### config.mk
export PLATFORM = sky130hd
export DESIGN_NAME = sar_search
export DESIGN_NICKNAME = d
export VERILOG_FILES = /design/src/rtl/sar_search.sv
export SDC_FILE = /design/constraint.sdc
export NUM_CORES = 1
export LEC_CHECK = 0
export CAP_MARGIN = 20
export CELL_PAD_IN_SITES_DETAIL_PLACEMENT = 1
export CELL_PAD_IN_SITES_GLOBAL_PLACEMENT = 1
export CORE_MARGIN = 5
export CORE_UTILIZATION = 47
export CTS_CLUSTER_DIAMETER = 120
export DETAILED_ROUTE_END_ITERATION = 8
export PLACE_DENSITY_LB_ADDON = 0.1
export SYNTH_ARGS = -nofsm -noshare
export SYNTH_HDL_FRONTEND = slang
export SYNTH_SLANG_ARGS = --single-unit
### constraint.sdc
create_clock -name clk -period 4.3 [get_ports clk]
set_clock_uncertainty 0.15 [all_clocks]
set_input_delay 1.075 -clock clk [delete_from_list [all_inputs] [get_ports clk]]
set_output_delay 1.075 -clock clk [all_outputs]
set_load 0.05 [all_outputs]
### src/rtl/sar_search.sv
// Successive-approximation search controller driving the y operand of a magnitude comparator.
// Optional SAR_FLAGCHK_EN: require one-hot comparator flags on every probe.
module sar_search #(
  parameter int unsigned W  = 4,
  parameter int unsigned SW = 3
) (
  input  logic          clk,
  input  logic          rst_n,
  input  logic          start,
  output logic [W-1:0]  y,
  input  logic          xgy,
  input  logic          xsy,
  input  logic          xey,
  output logic          busy,
  output logic          done,
  output logic          err,
  output logic [W-1:0]  result,
  output logic [SW-1:0] steps
);

  typedef enum logic [0:0] {StIdle, StProbe} state_e;

  localparam logic [W-1:0]  YMax     = '1;
  localparam logic [W-1:0]  YInit    = YMax >> 1;
  localparam logic [W:0]    HiInit   = {1'b0, YMax};
  localparam logic [W:0]    One      = 1;
  localparam logic [SW-1:0] MaxSteps = SW'(W + 1);

  state_e        state_q;
  logic [W:0]    lo_q, hi_q;

  logic [W:0]    y_ext, lo_up, hi_dn;
  logic [W-1:0]  mid_gt, mid_lt;
  logic [SW-1:0] steps_nxt;
  logic          sel_eq, sel_gt, sel_lt, flag_bad, fault;

  // Flag decode
  always_comb begin
`ifdef SAR_FLAGCHK_EN
    sel_eq   = xey;
    sel_gt   = xgy;
    sel_lt   = xsy;
    flag_bad = !({xey, xgy, xsy} inside {3'b100, 3'b010, 3'b001});
`else
    // Priority xey > xgy > xsy; no flag at all behaves as x < y.
    sel_eq   = xey;
    sel_gt   = !xey && xgy;
    sel_lt   = !xey && !xgy;
    flag_bad = 1'b0;
`endif
  end

  // Candidate bounds, next guesses and fault detection for the current probe
  always_comb begin
    y_ext     = {1'b0, y};
    lo_up     = y_ext + One;
    hi_dn     = y_ext - One;
    mid_gt    = W'(lo_up + ((hi_q - lo_up) >> 1));
    mid_lt    = W'(lo_q + ((hi_dn - lo_q) >> 1));
    steps_nxt = steps + 1'b1;
    fault     = 1'b0;
    if (flag_bad) begin
      fault = 1'b1;
    end else if (sel_eq) begin
      fault = 1'b0;
    end else if (sel_gt) begin
      fault = (y == YMax) || (lo_up > hi_q) || (steps_nxt == MaxSteps);
    end else if (sel_lt) begin
      fault = (y == '0) || (lo_q > hi_dn) || (steps_nxt == MaxSteps);
    end
  end

  always_ff @(posedge clk or negedge rst_n) begin
    if (!rst_n) begin
      state_q <= StIdle;
      lo_q    <= '0;
      hi_q    <= '0;
      y       <= '0;
      busy    <= 1'b0;
      done    <= 1'b0;
      err     <= 1'b0;
      result  <= '0;
      steps   <= '0;
    end else begin
      done <= 1'b0;
      err  <= 1'b0;
      unique case (state_q)
        StIdle: begin
          // A start coincident with the done/err pulse is dropped.
          if (start && !done && !err) begin
            state_q <= StProbe;
            busy    <= 1'b1;
            lo_q    <= '0;
            hi_q    <= HiInit;
            y       <= YInit;
            steps   <= '0;
            result  <= '0;
          end
        end
        StProbe: begin
          steps <= steps_nxt;
          if (fault) begin
            err     <= 1'b1;
            busy    <= 1'b0;
            state_q <= StIdle;
          end else if (sel_eq) begin
            result  <= y;
            done    <= 1'b1;
            busy    <= 1'b0;
            state_q <= StIdle;
          end else if (sel_gt) begin
            lo_q <= lo_up;
            y    <= mid_gt;
          end else begin
            hi_q <= hi_dn;
            y    <= mid_lt;
          end
        end
      endcase
    end
  end

endmodule

==> flow_metrics.tcl <==
set metrics [dict create \
    ios 20 \
    cts_buffer_depth 2 \
    avgViaCountPerCell 5.628 \
    grt_pass1_wl_mm 7.845 \
    async_flop_share 1.000 \
    tightest_slew_ps 607.4 \
    critPathRequiredTime_ps 4320 \
    cts.sinks 25 \
    netlist_instances 193 \
    synthMuxAreaShare 0.03810 \
    hold_path_end "busy" \
    cts_tree "done" \
    gp_congestion 0.8865 \
    crit_path_start_kind "flop" \
    numCtsBuffers 3 \
    fin_nets 240 \
    synth_nets 222 \
    synth-compound-area-share 0.1639 \
    vias 1452 \
    grt-ovfl-total 0 \
    synth_commonest_cells "dfrtp_1 (25), ha_1 (19), inv_1 (19), o21ai_0 (19), nand2_1 (15)" \
    max_freq_mhz 281.6 \
    final_layout_size_suffix_gt1_frac 0.06190 \
    root_buffer "clkbuf_8" \
    postCtsHoldBufs 0 \
    ys_seq_elements 25 \
    yosys_warnings 0 \
    status "finished, final reports clean" \
    wl_per_cell_um 17.91 \
    yosys.area_share.simple 0.1408 \
    rrSetupSlack_ps 750 \
    dieWidth_um 72.56 \
    cts_setup_buffers 0 \
    hold_violations 0 \
    start_util 0.4949 \
    antenna_found_initial 0 \
    place_hpwl_mm 3.609 \
    path_class "reg -> reg" \
    cp.arrival_ps 3570 \
    synth_area_leaders "dfrtp_1 (34%), ha_1 (13%), o21ai_0 (5.2%), fa_1 (4.4%), xor2_1 (4.3%)" \
    ys.flop_type "dfrtp_1" \
    rr_endpoint "y[1]" \
    fin_crit_ps 3551 \
    slew_headroom 0.5938 \
    grt_max_degree 14 \
    avgSynthCellArea_um2 9.530 \
    ant_nets 0 \
    setup-tns-final_ps 0 \
    die_h_um 72.56 \
    rr_startpoint "y[0]" \
    netlist_area_um2 1839 \
    htree_levels 1 \
    wirelength_mm 4.620 \
    clock_latency_ps 270 \
    hold_start "busy" \
    grt_use_total 0.1931 \
    yosys.area.top_type "dfrtp_1" \
    grt_pass1_vias 1594 \
    yosysSeqAreaShare 0.3401 \
    synth_edf_count 0 \
    synthXorXnorAreaFrac 0.08367 \
    r2r_cells 10 \
    fill_cells 449 \
    antenna_cells 0 \
    synth_top_area_frac 0.3401 \
    areaGrowthSynthToFinish_pct 14.15 \
    rows 22 \
    critPathMaxFanout 12 \
    core-area_um2 3716 \
    holdPathStages 2 \
    synth_adder_area_share 0.1728 \
    synth_cell_types 38 \
    drv_slew 0 \
    portBuffers 18 \
    rsz0062_at_grt "false" \
    route.detailed.drc 0 \
    drt-initial-drc-count 55 \
    setup_viol 0 \
    drv_cap 0 \
    finalCritPeriodShare 0.8259 \
    critPathCaptureType "flop" \
    clk_pin_slew_ps 90 \
    hold_class "reg -> reg" \
    die_area_um2 5264 \
    first_pass_iters 5 \
    synth_most_common_cell "dfrtp_1" \
    ctsResizeCount 0 \
    synth_top_family_by_area "adder cells" \
]
layout by cell type, fill, tap and decap left out, types with 2 or more instances in the layout:
cell             netlist  layout
a21o_1                 4       4
a21oi_1               13      13
a22o_1                 2       2
and2_1                 4       4
and3_1                 2       2
clkbuf_8               0       3
clkdlybuf4s50_1        0      18
dfrtp_1               25      25
fa_1                   4       4
ha_1                  19      19
inv_1                 19      19
mux2_4                 2       2
mux2i_1                4       4
nand2_1               15      15
nand2b_1               2       2
nand3_1                8       8
nor2_1                12      12
o211ai_1               2       2
o21ai_0               19      19
xnor2_1                6       6
xor2_1                 9       9
logic make-up after synthesis:
family / count (synthesis)
muxes: 6
xor gates and xnor gates: 16
DFF: 25
buffers and inverters: 25
and+or+nand+nor: 51
AOI/OAI and AO/OA: 47
adders and majority gates: 23
per-stage QoR:
step | utilization | setup WS [ps] | std cells | hold WS (ps) | cell area, µm²
finish | 0.5650 | 748.5 | 258 | 373.5 | 2100
global route | 0.5650 | 514.3 | 258 | 379.4 | 2100
CTS | 0.5650 | 743.1 | 258 | 371.9 | 2100
detailed placement | 0.5529 | 732.4 | 254 | 350.9 | 2054
global placement | 0.5488 | 794.8 | 253 | 334.7 | 2039
floorplan | - | 955.7 | 193 | 325.6 | 1839
sequential cells by signal, summed over array words and instances (netlist names):
signal,count
done,1
lo_q,5
err,1
y,4
result,4
hi_q,5
busy,1
state_q,1
steps,3
metal layers:
layer | part of all wire | global-route usage
met3 | 0.031 | 0.03186
met4 | 0.019 | 0.06762
met2 | 0.49 | 0.3246
met5 | 0 | 0
met1 | 0.46 | 0.2494
layout make-up:
type / count / area, µm² / share of cell area
inverter: 19 / 71.32 / 0.03397
sequential: 25 / 625.6 / 0.2980
tap: 48 / 60.06 / 0.02861
multi-input combinational: 143 / 1102 / 0.5250
timing repair buffer: 19 / 195.2 / 0.09297
clock buffer: 4 / 45.04 / 0.02145
worst max-delay path by stage:
stage | startpoint | endpoint | slack [ps] | depth (start not counted)
final | y[0] | y[1] | 750 | 10
after global routing | y[0] | y[0] | 510 | 10
after CTS | y[0] | y[1] | 740 | 10
after detailed placement | xey | y[1] | 730 | 6
after global placement | xey | y[0] | 790 | 6
after floorplan | y[0] | y[3] | 960 | 12
critical path: stages (launching register included):
cell and delay, ps:
dfrtp_1 610, inv_1 160, ha_1 480, inv_1 170
ha_1 320, nand2_1 60, o211ai_1 230, nand4b_1 480
and2_4 400, nand2_4 90, mux2_4 300
Power is left out: the tool's default activity adds up to more than one toggle a clock period on the data nets, which glitch-free logic cannot reach.
